[src/rtl/ws2812b_frame_out.sv]
// ws2812b_frame_out
//   Serialises LED words onto STRIPECOUNT parallel WS2812B stripes. One word
//   carries one BITS_PER_LED field per stripe. Words pass through a one-word
//   holding buffer. A frame is LEDS_PER_FRAME words sent back-to-back,
//   followed by a CYCLES_RET low latch period.
// Ports:
//   clk, resetn    clock, synchronous active-low reset
//   word_valid     word_data holds a valid LED word
//   word_data      stripe i field at [i*BITS_PER_LED +: BITS_PER_LED]
//   word_ready     holding buffer empty, so a word can be accepted
//   stripe_enable  per-stripe enable, sampled at frame start
//   msb_first      1: MSB of each field first, 0: LSB first; sampled at frame start
//   ws2812b_data   registered serial data, one bit per stripe
//   busy           high whenever not IDLE
//   frame_done     one-cycle pulse on the last latch cycle of a complete frame
//   underrun       one-cycle pulse when a frame is aborted for lack of data
module ws2812b_frame_out #(
  parameter int STRIPECOUNT    = 2,
  parameter int BITS_PER_LED   = 24,
  parameter int LEDS_PER_FRAME = 8,
  parameter int CYCLES_T0H     = 3,
  parameter int CYCLES_T1H     = 6,
  parameter int CYCLES_BIT     = 11,
  parameter int CYCLES_RET     = 450
) (
  input  logic                                clk,
  input  logic                                resetn,
  input  logic                                word_valid,
  input  logic [STRIPECOUNT*BITS_PER_LED-1:0] word_data,
  output logic                                word_ready,
  input  logic [STRIPECOUNT-1:0]              stripe_enable,
  input  logic                                msb_first,
  output logic [STRIPECOUNT-1:0]              ws2812b_data,
  output logic                                busy,
  output logic                                frame_done,
  output logic                                underrun
);

  localparam int CMAX = (CYCLES_BIT > CYCLES_RET) ? CYCLES_BIT : CYCLES_RET;
  localparam int CW   = $clog2(CMAX + 1);
  localparam int BW   = $clog2(BITS_PER_LED);
  localparam int LW   = $clog2(LEDS_PER_FRAME + 1);
  localparam int WW   = STRIPECOUNT * BITS_PER_LED;

  localparam logic [CW-1:0] BIT_LAST = CW'(CYCLES_BIT - 1);
  localparam logic [CW-1:0] RET_LAST = CW'(CYCLES_RET - 1);
  localparam logic [CW-1:0] T0       = CW'(CYCLES_T0H);
  localparam logic [CW-1:0] T1       = CW'(CYCLES_T1H);
  localparam logic [BW-1:0] IDX_LAST = BW'(BITS_PER_LED - 1);
  localparam logic [LW-1:0] LED_LAST = LW'(LEDS_PER_FRAME - 1);

  if ((BITS_PER_LED != 24 && BITS_PER_LED != 32) ||
      !(CYCLES_T0H > 0 && CYCLES_T0H < CYCLES_T1H && CYCLES_T1H < CYCLES_BIT))
  begin : g_param_err
    $error("ws2812b_frame_out: illegal BITS_PER_LED or bit timing parameters");
  end

  typedef enum logic [1:0] {ST_IDLE, ST_BIT, ST_LATCH} state_t;

  state_t                 state;
  logic                   buf_full;
  logic [WW-1:0]          buf_data;
  logic [WW-1:0]          sr;
  logic [STRIPECOUNT-1:0] en_q;
  logic                   msb_q;
  logic                   aborted;
  logic [CW-1:0]          cyc;
  logic [BW-1:0]          bit_idx;
  logic [LW-1:0]          led_cnt;

  logic [CW-1:0]           cyc_nx;
  logic [BW-1:0]           bit_sel;
  logic [BITS_PER_LED-1:0] field;
  logic [STRIPECOUNT-1:0]  hi_mask;
  logic bit_end, led_end, frame_end, accept, consume, buf_full_nx;

  // The LED word stays static in sr; the current bit is picked by index so
  // both bit orders share one datapath.
  always_comb begin
    cyc_nx  = cyc + CW'(1);
    bit_sel = msb_q ? (IDX_LAST - bit_idx) : bit_idx;
    field   = '0;
    hi_mask = '0;
    for (int unsigned i = 0; i < STRIPECOUNT; i++) begin
      field      = sr[i*BITS_PER_LED +: BITS_PER_LED];
      hi_mask[i] = field[bit_sel] ? (cyc_nx < T1) : (cyc_nx < T0);
    end
  end

  always_comb begin
    bit_end     = (state == ST_BIT) && (cyc == BIT_LAST);
    led_end     = bit_end && (bit_idx == IDX_LAST);
    frame_end   = led_end && (led_cnt == LED_LAST);
    consume     = ((state == ST_IDLE) && buf_full) || (led_end && !frame_end && buf_full);
    accept      = word_valid && word_ready;
    buf_full_nx = accept || (buf_full && !consume);
  end

  always_ff @(posedge clk) begin
    if (!resetn) begin
      state        <= ST_IDLE;
      buf_full     <= 1'b0;
      buf_data     <= '0;
      sr           <= '0;
      en_q         <= '0;
      msb_q        <= 1'b0;
      aborted      <= 1'b0;
      cyc          <= '0;
      bit_idx      <= '0;
      led_cnt      <= '0;
      ws2812b_data <= '0;
      word_ready   <= 1'b0;
      busy         <= 1'b0;
      frame_done   <= 1'b0;
      underrun     <= 1'b0;
    end else begin
      frame_done <= 1'b0;
      underrun   <= 1'b0;
      buf_full   <= buf_full_nx;
      word_ready <= !buf_full_nx;
      if (accept) buf_data <= word_data;

      case (state)
        ST_IDLE: begin
          if (buf_full) begin
            sr           <= buf_data;
            en_q         <= stripe_enable;
            msb_q        <= msb_first;
            aborted      <= 1'b0;
            cyc          <= '0;
            bit_idx      <= '0;
            led_cnt      <= '0;
            state        <= ST_BIT;
            busy         <= 1'b1;
            ws2812b_data <= stripe_enable;
          end
        end

        ST_BIT: begin
          if (!bit_end) begin
            cyc          <= cyc_nx;
            ws2812b_data <= en_q & hi_mask;
          end else begin
            cyc <= '0;
            if (!led_end) begin
              bit_idx      <= bit_idx + BW'(1);
              ws2812b_data <= en_q;
            end else if (frame_end) begin
              state        <= ST_LATCH;
              ws2812b_data <= '0;
              frame_done   <= (RET_LAST == '0);
            end else if (buf_full) begin
              sr           <= buf_data;
              bit_idx      <= '0;
              led_cnt      <= led_cnt + LW'(1);
              ws2812b_data <= en_q;
            end else begin
              state        <= ST_LATCH;
              ws2812b_data <= '0;
              underrun     <= 1'b1;
              aborted      <= 1'b1;
            end
          end
        end

        ST_LATCH: begin
          ws2812b_data <= '0;
          if (cyc == RET_LAST) begin
            cyc   <= '0;
            state <= ST_IDLE;
            busy  <= 1'b0;
          end else begin
            cyc <= cyc_nx;
            if (cyc_nx == RET_LAST && !aborted) frame_done <= 1'b1;
          end
        end

        default: begin
          state <= ST_IDLE;
          busy  <= 1'b0;
        end
      endcase
    end
  end

endmodule

[config.mk]
export PLATFORM = sky130hd
export DESIGN_NAME = ws2812b_frame_out
export DESIGN_NICKNAME = d
export VERILOG_FILES = /design/src/rtl/ws2812b_frame_out.sv
export SDC_FILE = /design/constraint.sdc
export NUM_CORES = 1
export LEC_CHECK = 0
export BUFFER_PORTS_ARGS = -buffer_cell sky130_fd_sc_hd__buf_2
export CAP_MARGIN = 5
export CORE_UTILIZATION = 40
export CTS_BUF_LIST = sky130_fd_sc_hd__clkbuf_8
export CTS_CLUSTER_SIZE = 20
export DETAILED_ROUTE_END_ITERATION = 8
export MAX_ROUTING_LAYER = met4
export PLACE_DENSITY_LB_ADDON = 0.15
export SETUP_SLACK_MARGIN = 0.5
export SLEW_MARGIN = 10
export SYNTH_ARGS = -nofsm -noshare
export SYNTH_HDL_FRONTEND = slang
export SYNTH_SLANG_ARGS = --single-unit
export TNS_END_PERCENT = 30
[constraint.sdc]
create_clock -name clk -period 2.8 [get_ports clk]
set_input_delay 0 -clock clk [delete_from_list [all_inputs] [get_ports clk]]
set_output_delay 0 -clock clk [all_outputs]
set_load 0.005 [all_outputs]
==> results.py, run 1 <==
metrics = {
    "synth": {
        "synthAdderAreaFrac": 0.0232,
        "synth_nets": 832,
        "syn_area_um2": 5930,
        "synth_compound_area_frac": 0.193,
        "synth-simple-area-share": 0.240,
        "synth_seq_cells": 127,
        "yosys.area.top_type": "dfxtp_1",
        "netlist_top_cells_area": "dfxtp_1 (43%), nand2_1 (14%), a21oi_1 (11%), mux4_2 (3.0%), clkbuf_1 (2.4%)",
        "synth_mux_area_frac": 0.0550,
        "synth_edf_count": 0,
        "seq_area_frac_synth": 0.429,
        "synth.top_cell.area_share": 0.429,
        "ys_warn_count": 0,
        "syn_inst": 767,
        "ys_types": 57,
        "postSynthAreaPerCell_um2": 7.74,
        "synth-xor-area-share": 0.00865,
        "ys_async_sr_fraction": 0,
        "synth_top_family_by_area": "simple AND/OR/NAND/NOR gates",
        "synth_ff_type": "dfxtp_1",
    },
    "critical_path": {
        "cp_max_fo": 6,
        "cp-end-kind": "flip-flop",
        "cp-start-kind": "flip-flop",
        "critical_path_required_ns": 3.12,
        "criticalPathCategory": "flip-flop to flip-flop",
        "cp.arrival_ns": 2.54,
    },
    "detailed_routing": {
        "drt_iter0_drc": 308,
        "avgViaCountPerCell": 5.29,
        "routed_wl_um": 14800,
        "ant_nets": 0,
        "firstDrtPassIters": 5,
        "drc_errors": 0,
        "post_drt_wl_per_cell_um": 14.0,
        "vias": 5586,
    },
    "place": {
        "port_buffers": 59,
        "gp_congestion": 0.899,
        "dp_hpwl_um": 9760,
    },
    "status": {
        "outcome": "completed",
    },
    "clock_network": {
        "clockBufferDepth": 2,
        "cts_tree": "yes",
        "cts-htree-levels": 4,
        "cts_buffers": 17,
        "clock_sinks": 127,
        "cts.clk_slew.worst_paths_ns": 0.07,
        "clock_latency_ns": 0.44,
        "cts-root-buf": "clkbuf_8",
    },
    "die": {
        "rows": 44,
        "die_w_um": 124,
        "dieArea_um2": 15300,
        "die_y_um": 124,
        "core_um2": 14500,
        "initial_core_util": 0.410,
        "ioPinCount": 60,
    },
    "worst_hold_path": {
        "min_path_type": "primary input to flip-flop",
    },
    "flow_run": {
        "maxCapViolCount": 0,
    },
    "finish": {
        "fin_nets": 924,
        "layout-drive-gt1-share": 0.158,
        "final_cell_mix": "nand2_1 (219), a21oi_1 (124), dfxtp_1 (122)",
        "diodes": 0,
        "area_delta_synth_final_pct": 24.3,
        "mostFrequentLayoutCell": "nand2_1",
    },
    "timing": {
        "worst_slew_pin_slew_ns": 0.852,
        "setup_tns_ns": 0,
        "setup_violations": 0,
        "fin_skew_ns": 0.00899,
        "max_slew_margin": 0.432,
        "grt_setup_unrepaired": "yes",
        "hold_viol": 0,
        "finalMaxSlewViolations": 0,
        "period_share": 0.792,
        "fmax_ghz": 0.451,
        "post-route-min-period_ns": 2.22,
        "holdWs_ns": 0.256,
    },
    "global_routing": {
        "grt_pass1_wl_um": 24100,
        "grt_usage": 0.210,
        "grt_max_degree": 73,
        "antenna_found_initial": 0,
        "grt_pass1_vias": 5153,
        "overflow": 0,
    },
    "power_and_ir_drop": {
        "leakagePower_nw": 2.66,
        "ir_drop_v": 0.000344,
        "power_density_nw_per_um2": 586,
    },
}
## cell usage after synthesis, types with 3 or more instances
cell	n
mux2_2	4
o21ai_1	3
and3_1	8
a22oi_1	4
nor2b_1	5
nand3b_1	3
nand3_1	16
inv_1	14
nor2_1	33
o22ai_1	11
o211ai_1	3
a211oi_1	4
nor3b_1	3
buf_2	12
a41oi_1	3
buf_4	3
a21oi_1	125
and2_1	6
or3_1	4
a31oi_1	3
clkbuf_1	38
mux4_2	8
nand2_1	219
nand2b_1	8
o22a_1	3
ha_1	11
mux2i_1	9
dfxtp_1	127
o21ai_0	27
nor3_1	12
xor2_1	3
## where the power goes
group	leakage (nW)	switching [W]	internal, W
Combinational	1.42	0.000451	0.000302
Clock	0.206	0.000713	0.000913
Sequential	1.03	0.0000649	0.00188
Total	2.66	0.00123	0.00310
## state kept, by name, summed over array words and instances, names as in the netlist, 2 cells and up
| register | count |
|---|---|
| en_q | 2 |
| ws2812b_data | 2 |
| bit_idx | 5 |
| led_cnt | 4 |
| state | 2 |
| sr | 48 |
| buf_data | 48 |
| cyc | 9 |
## path summary, 6_finish.rpt
check             slack (ns)                      endpoint                      from  depth (start not counted)
hold / removal          0.26     buf_data[31]$_SDFFE_PN0P_                word_valid                          5
setup reg to reg        0.58  ws2812b_data[0]$_SDFFE_PN0P_   bit_idx[3]$_SDFFE_PN0P_                          9
setup / recovery        0.58  ws2812b_data[0]$_SDFFE_PN0P_   bit_idx[3]$_SDFFE_PN0P_                          9
hold reg to reg         0.46            sr[1]$_SDFFE_PN0P_  buf_data[1]$_SDFFE_PN0P_                          2
## metal layers
metal  track usage  vias up  routed length (um)
li1              -     2820                   -
met1         0.264     2610                7020
met2         0.322      135                6830
met3        0.0495       21                 644
met4        0.0866        0                 257
met5             -        -                   0
## critical path, stage by stage, from the launching register on
cell       delay, ns
dfxtp_1         0.41
inv_2           0.10
ha_1            0.32
mux2_1          0.35
nand2_1         0.14
nor3_1          0.07
o2bb2ai_1       0.15
a21oi_2         0.16
mux2i_1         0.30
a21oi_1         0.10
## cells by family (layout without fill, tap and decap cells)
group | count (synthesis) | after routing
simple gates | 328 | 328
compound gates | 203 | 203
flops | 127 | 127
buf+inv | 71 | 175
mux | 22 | 22
fa+ha+maj | 11 | 11
xor+xnor | 5 | 5
## cell type report
class                           instances  area [um^2]
Fill cell                            1422         7100
Tap cell                              184          230
Inverter                               14         53.8
Multi-Input combinational cell        569         3130
Clock inverter                         12          144
Clock buffer                           19          262
Sequential cell                       127         2560
Timing Repair Buffer                  130         1000
## per-stage QoR
stage / setup slack [ns] / std cells / area (um^2) / utilization / total power (W)
finish: 0.583 / 1055 / 7370 / 0.509 / 0.00432
global route: 0.493 / 1055 / 7370 / 0.509 / 0.00454
CTS: 0.442 / 1049 / 7280 / 0.503 / 0.00434
detailed placement: 0.204 / 966 / 6340 / 0.438 / 0.00264
global placement: 0.186 / 966 / 6340 / 0.438 / 0.00263
floorplan: 0.776 / 767 / 5930 / - / 0.00243
## timing repair
item / in CTS / in global routing
endpoints found under the setup margin: 64 / 64
hold buffers: 52 / 0
gates resized for setup: 6 / 16
pin swaps: 0 / 1
hold endpoints to repair: 58 / 0
setup buffers: 0 / 6
Note: power is estimated with default switching activity, not from simulation.
==> run 2: changes to the inputs <==
clock period = 1.87 ns   (was 2.8 ns; I/O delays follow)
==> run 2 against run 1 <==
  * The flow now finishes with violations (setup timing)
  * First-iteration DRC count shrank 0.32%
  * Critical path type unchanged
  * Register-to-register slack lost 0.72 ns
  * Critical endpoint is now ws2812b_data[1]$_SDFFE_PN0P_
  * Global-route usage grew 1.7 points
  * Largest cell class unchanged
  * Clock skew grew 0.0097 ns
  * Sequential cell count is the same
  * Die area is the same
==> results.py, run 2 (synthesis gave the netlist of run 1 again) <==
metrics = {
    "status": {
        "outcome": "finished with violations",
        "failed_checks": "setup timing",
    },
    "critical_path": {
        "cp.arrival_ns": 2.37,
        "cpPeakStageDelay_ns": 0.39,
        "cp_slowest_cell": "dfxtp_4",
        "rr_startpoint": "bit_idx[0]$_SDFFE_PN0P_",
        "startpoint": "bit_idx[0]$_SDFFE_PN0P_",
        "rr_worst_depth": 10,
        "criticalPathCategory": "flip-flop to flip-flop",
        "critical_path_required_ns": 2.23,
        "r2r_slack_ns": -0.14,
        "cp_common_cell": "buf_4",
        "crit_chain": "buf_4 > buf_4 > nand2_2 > o22ai_2 > buf_4 > a21oi_2 > a41oi_2 > o21a_1 > or3b_1 > a31oi_1",
        "cp-end-kind": "flip-flop",
        "cp-start-kind": "flip-flop",
        "cp_max_fo": 6,
    },
    "finish": {
        "mostFrequentLayoutCell": "nand2_1",
        "multiInputGateArea_um2": 3330,
        "layout-drive-gt1-share": 0.272,
        "seq_area_um2": 2570,
        "top_regs": "buf_data (48), sr (48), cyc (9)",
        "diodes": 0,
        "area_delta_synth_final_pct": 39.9,
        "n_fill_cell": 1365,
        "final_cell_mix": "nand2_1 (216), dfxtp_1 (120), a21oi_1 (110)",
        "fin_nets": 1004,
    },
    "clock_network": {
        "cts_buffers": 17,
        "cts_tree": "yes",
        "cts-root-buf": "clkbuf_8",
        "clockBufferDepth": 2,
        "clock_sinks": 127,
        "clock_latency_ns": 0.44,
        "cts.clk_slew.worst_paths_ns": 0.08,
        "cts-htree-levels": 4,
    },
    "timing": {
        "period_share": 1.07,
        "grt_setup_unrepaired": "yes",
        "finalMaxSlewViolations": 0,
        "holdWs_ns": 0.172,
        "worst_slew_pin_slew_ns": 0.481,
        "fmax_ghz": 0.498,
        "fin_skew_ns": 0.0187,
        "max_slew_margin": 0.680,
        "hold_viol": 0,
        "post-route-min-period_ns": 2.01,
        "setup_violations": 53,
        "fin_ws_ns": -0.137,
    },
    "detailed_routing": {
        "vias": 5785,
        "firstDrtPassIters": 4,
        "post_drt_wl_per_cell_um": 13.9,
        "avgViaCountPerCell": 5.10,
        "routed_wl_um": 15800,
        "drc_errors": 0,
        "ant_nets": 0,
        "drt_iter0_drc": 307,
    },
    "die": {
        "dieArea_um2": 15300,
        "core_um2": 14500,
        "rows": 44,
        "die_y_um": 124,
        "die_w_um": 124,
        "ioPinCount": 60,
        "initial_core_util": 0.410,
    },
    "place": {
        "port_buffers": 59,
        "pre_cts_slack_ns": -0.255,
        "gp_congestion": 0.856,
        "dp_hpwl_um": 10700,
    },
    "global_routing": {
        "antenna_found_initial": 0,
        "grtUsageMet3": 0.0504,
        "grt_use_met1": 0.283,
        "grt_usage": 0.227,
        "grt_pass1_wl_um": 26400,
        "grt.busiest_layer": "met2",
        "grt_util_met2": 0.363,
        "grt_pass1_vias": 5661,
        "overflow": 0,
        "grt_max_degree": 63,
    },
    "worst_hold_path": {
        "min_path_type": "primary input to flip-flop",
        "min-delay-start": "word_valid",
        "holdPathStages": 5,
    },
    "power_and_ir_drop": {
        "leakagePower_nw": 3.13,
        "total_power_w": 0.00670,
        "ir_drop_v": 0.000657,
        "power_density_nw_per_um2": 807,
    },
    "flow_run": {
        "maxCapViolCount": 0,
    },
}
run 2: metrics by stage:
stage / utilization / std cells / area, um^2 / setup TNS [ns]
floorplan: - / 767 / 6030 / -0.0611
global placement: 0.486 / 1045 / 7040 / -4.11
detailed placement: 0.486 / 1045 / 7040 / -7.60
CTS: 0.564 / 1133 / 8160 / -2.39
global route: 0.573 / 1135 / 8300 / -9.24
finish: 0.573 / 1135 / 8300 / -1.95
run 2: repair_timing:
item	4_1_cts	5_1_grt
pin swaps	11	15
hold buffers	52	0
buffers inserted	4	1
gates cloned	1	1
resized for setup	39	37
endpoints found under the setup margin	77	92
endpoints found under the hold margin	58	0
run 2: final cells by class:
class	instances	area share
Clock buffer	18	0.0298
Clock inverter	13	0.0181
Inverter	14	0.00648
Multi-Input combinational cell	569	0.401
Sequential cell	127	0.309
Tap cell	184	0.0277
Timing Repair Buffer	210	0.208
run 2: where the power goes:
group / internal (W) / switching (W) / total (W)
combinational: 0.000638 / 0.000766 / 0.00140
clock: 0.00133 / 0.00107 / 0.00240
sequential: 0.00281 / 0.0000871 / 0.00290
total: 0.00478 / 0.00192 / 0.00670
run 2: worst paths after layout:
| kind | end |
|---|---|
| max reg2reg | ws2812b_data[1]$_SDFFE_PN0P_ |
| min | buf_data[34]$_SDFFE_PN0P_ |
| min reg2reg | sr[28]$_SDFFE_PN0P_ |
| max | ws2812b_data[1]$_SDFFE_PN0P_ |
run 2: layer usage:
layer | part of all wire | routed length (um) | vias up
met2 | 0.48 | 7660 | 84
li1 | - | - | 2977
met3 | 0.030 | 470 | 14
met4 | 0.011 | 177 | 0
met1 | 0.47 | 7500 | 2710
met5 | 0 | 0 | -
run 2: worst max-delay path: cells and delay by family, from the launching register on:
kind	cells	cell delay, ns
AOI/OAI and AO/OA	5	0.62
DFF	1	0.39
buffers and inverters	3	0.47
and+or+nand+nor	2	0.45
==> run 3: changes to the inputs <==
CORE_ASPECT_RATIO = 2   (was not set)
CORE_MARGIN = 5   (was not set)
==> run 3 against run 2 <==
  * The flow still finishes with violations (setup timing)
  * Cell count rose by 1.1%
  * Critical path depth fell by 2
  * Worst hold slack improved by 0.17 ns
  * Sequential cell count did not move
==> results.py, run 3 (synthesis gave the netlist of run 1 again) <==
metrics = {
    "critical_path": {
        "cp_max_fo": 6,
        "cpPeakStageDelay_ns": 0.49,
        "cp.arrival_ns": 2.42,
        "cp-end-kind": "flip-flop",
        "criticalPathCategory": "flip-flop to flip-flop",
        "rr_worst_depth": 8,
        "critical_path_required_ns": 2.19,
        "cp_slowest_cell": "mux4_2",
        "crit_chain": "buf_4 > mux4_2 > mux2_4 > a21oi_2 > o21ai_1 > a21oi_2 > mux2i_1 > a21oi_1",
        "cp_common_cell": "a21oi_2",
        "cp-start-kind": "flip-flop",
    },
    "finish": {
        "top_regs": "buf_data (48), sr (48), cyc (9)",
        "n_fill_cell": 1425,
        "utilization": 0.566,
        "final_cell_mix": "nand2_1 (219), a21oi_1 (117), dfxtp_1 (116)",
        "design_area_um2": 8350,
        "area_delta_synth_final_pct": 40.7,
        "layout-drive-gt1-share": 0.272,
        "mostFrequentLayoutCell": "nand2_1",
        "diodes": 0,
        "fin_nets": 1007,
    },
    "status": {
        "outcome": "finished with violations",
        "failed_checks": "setup timing",
    },
    "power_and_ir_drop": {
        "leakagePower_nw": 3.16,
        "ir_drop_v": 0.000554,
        "clkPwrFrac": 0.367,
        "power.switching_w": 0.00201,
        "pwr-share-seq": 0.413,
        "combPwrFrac": 0.220,
        "total_power_w": 0.00700,
        "power_density_nw_per_um2": 838,
        "intPower_w": 0.00498,
        "p_sw_frac": 0.288,
    },
    "clock_network": {
        "cts-htree-levels": 4,
        "cts.clk_slew.worst_paths_ns": 0.08,
        "cts-root-buf": "clkbuf_8",
        "cts_tree": "yes",
        "cts_buffers": 17,
        "clock_sinks": 127,
        "clock_latency_ns": 0.44,
        "clockBufferDepth": 2,
    },
    "place": {
        "gp_congestion": 0.963,
        "port_buffers": 59,
        "dp_hpwl_um": 11900,
        "place_area_um2": 7000,
    },
    "timing": {
        "fmax_ghz": 0.475,
        "grt_setup_unrepaired": "yes",
        "max_slew_margin": 0.667,
        "period_share": 1.12,
        "setup_violations": 62,
        "hold_viol": 0,
        "worst_slew_pin_slew_ns": 0.499,
        "post-route-min-period_ns": 2.10,
        "fin_ws_ns": -0.233,
        "finalMaxSlewViolations": 0,
        "setup_tns_ns": -7.41,
        "fin_skew_ns": 0.0147,
    },
    "detailed_routing": {
        "drt_iter0_drc": 234,
        "avgViaCountPerCell": 5.17,
        "firstDrtPassIters": 4,
        "vias": 5939,
        "drc_errors": 0,
        "routed_wl_um": 17700,
        "ant_nets": 0,
        "post_drt_wl_per_cell_um": 15.5,
    },
    "global_routing": {
        "grt_usage": 0.211,
        "overflow": 0,
        "grt_max_degree": 49,
        "grt_pass1_vias": 5963,
        "antenna_found_initial": 0,
        "grt_pass1_wl_um": 28200,
    },
    "die": {
        "initial_core_util": 0.403,
        "die_y_um": 182,
        "die_w_um": 96.1,
        "dieArea_um2": 17500,
        "core_um2": 14700,
        "rows": 63,
        "ioPinCount": 60,
    },
    "flow_run": {
        "maxCapViolCount": 0,
    },
    "worst_hold_path": {
        "holdPathStages": 4,
        "min_path_type": "primary input to flip-flop",
    },
}
## run 3: power groups by stage
stage | logic, W | clock network [W] | registers, W
2_1_floorplan | 0.000725 | 0 | 0.00293
3_3_place_gp | 0.00122 | 0 | 0.00296
3_5_place_dp | 0.00124 | 0 | 0.00296
4_1_cts | 0.00144 | 0.00264 | 0.00289
5_1_grt | 0.00168 | 0.00276 | 0.00290
6_report | 0.00154 | 0.00257 | 0.00289
## run 3: worst max-delay path: cells and delay by family (launching register included)
family / cells / cell delay (ns)
buf+inv: 1 / 0.14
mux: 3 / 1.01
compound gates: 4 / 0.44
flops: 1 / 0.41
## run 3: path summary, 6_finish.rpt
kind | slack [ns] | end | startpoint
setup / recovery | -0.23 | ws2812b_data[0]$_SDFFE_PN0P_ | bit_idx[0]$_SDFFE_PN0P_
hold / removal | 0.34 | buf_data[36]$_SDFFE_PN0P_ | word_data[36]
setup reg to reg | -0.23 | ws2812b_data[0]$_SDFFE_PN0P_ | bit_idx[0]$_SDFFE_PN0P_
hold reg to reg | 0.45 | sr[19]$_SDFFE_PN0P_ | buf_data[19]$_SDFFE_PN0P_
## run 3: timing repair
action	4_1_cts	5_1_grt
gates resized for setup	34	29
buffers inserted	4	3
hold buffers	53	0
endpoints found under the setup margin	76	79
hold endpoints to repair	59	0
gates cloned	3	3
pin swaps	8	16
## run 3: through the flow
stage          setup slack (ns)  instances  hold slack, ns
2_1_floorplan           -0.0587        767           0.122
6_report                 -0.233       1148           0.342
3_3_place_gp             -0.290       1052           0.240
5_1_grt                  -0.364       1148           0.326
4_1_cts                  -0.227       1142           0.310
3_5_place_dp             -0.312       1052           0.246
## run 3: per-layer routing
metal  global-route usage  routed length (um)  vias to the layer above
li1                     -                   -                     2981
met1                0.213                6570                     2766
met2                0.381                9900                      144
met3               0.0380                 563                       48
met4               0.0941                 714                        0
met5                    -                   0                        -
## run 3: layout make-up
type,instances,area [um^2],share of cell area
Clock inverter,13,190,0.0228
Multi-Input combinational cell,569,3280,0.392
Timing Repair Buffer,213,1780,0.213
Sequential cell,127,2570,0.308
Tap cell,195,244,0.0292
Clock buffer,17,234,0.0280
Inverter,14,53.8,0.00645
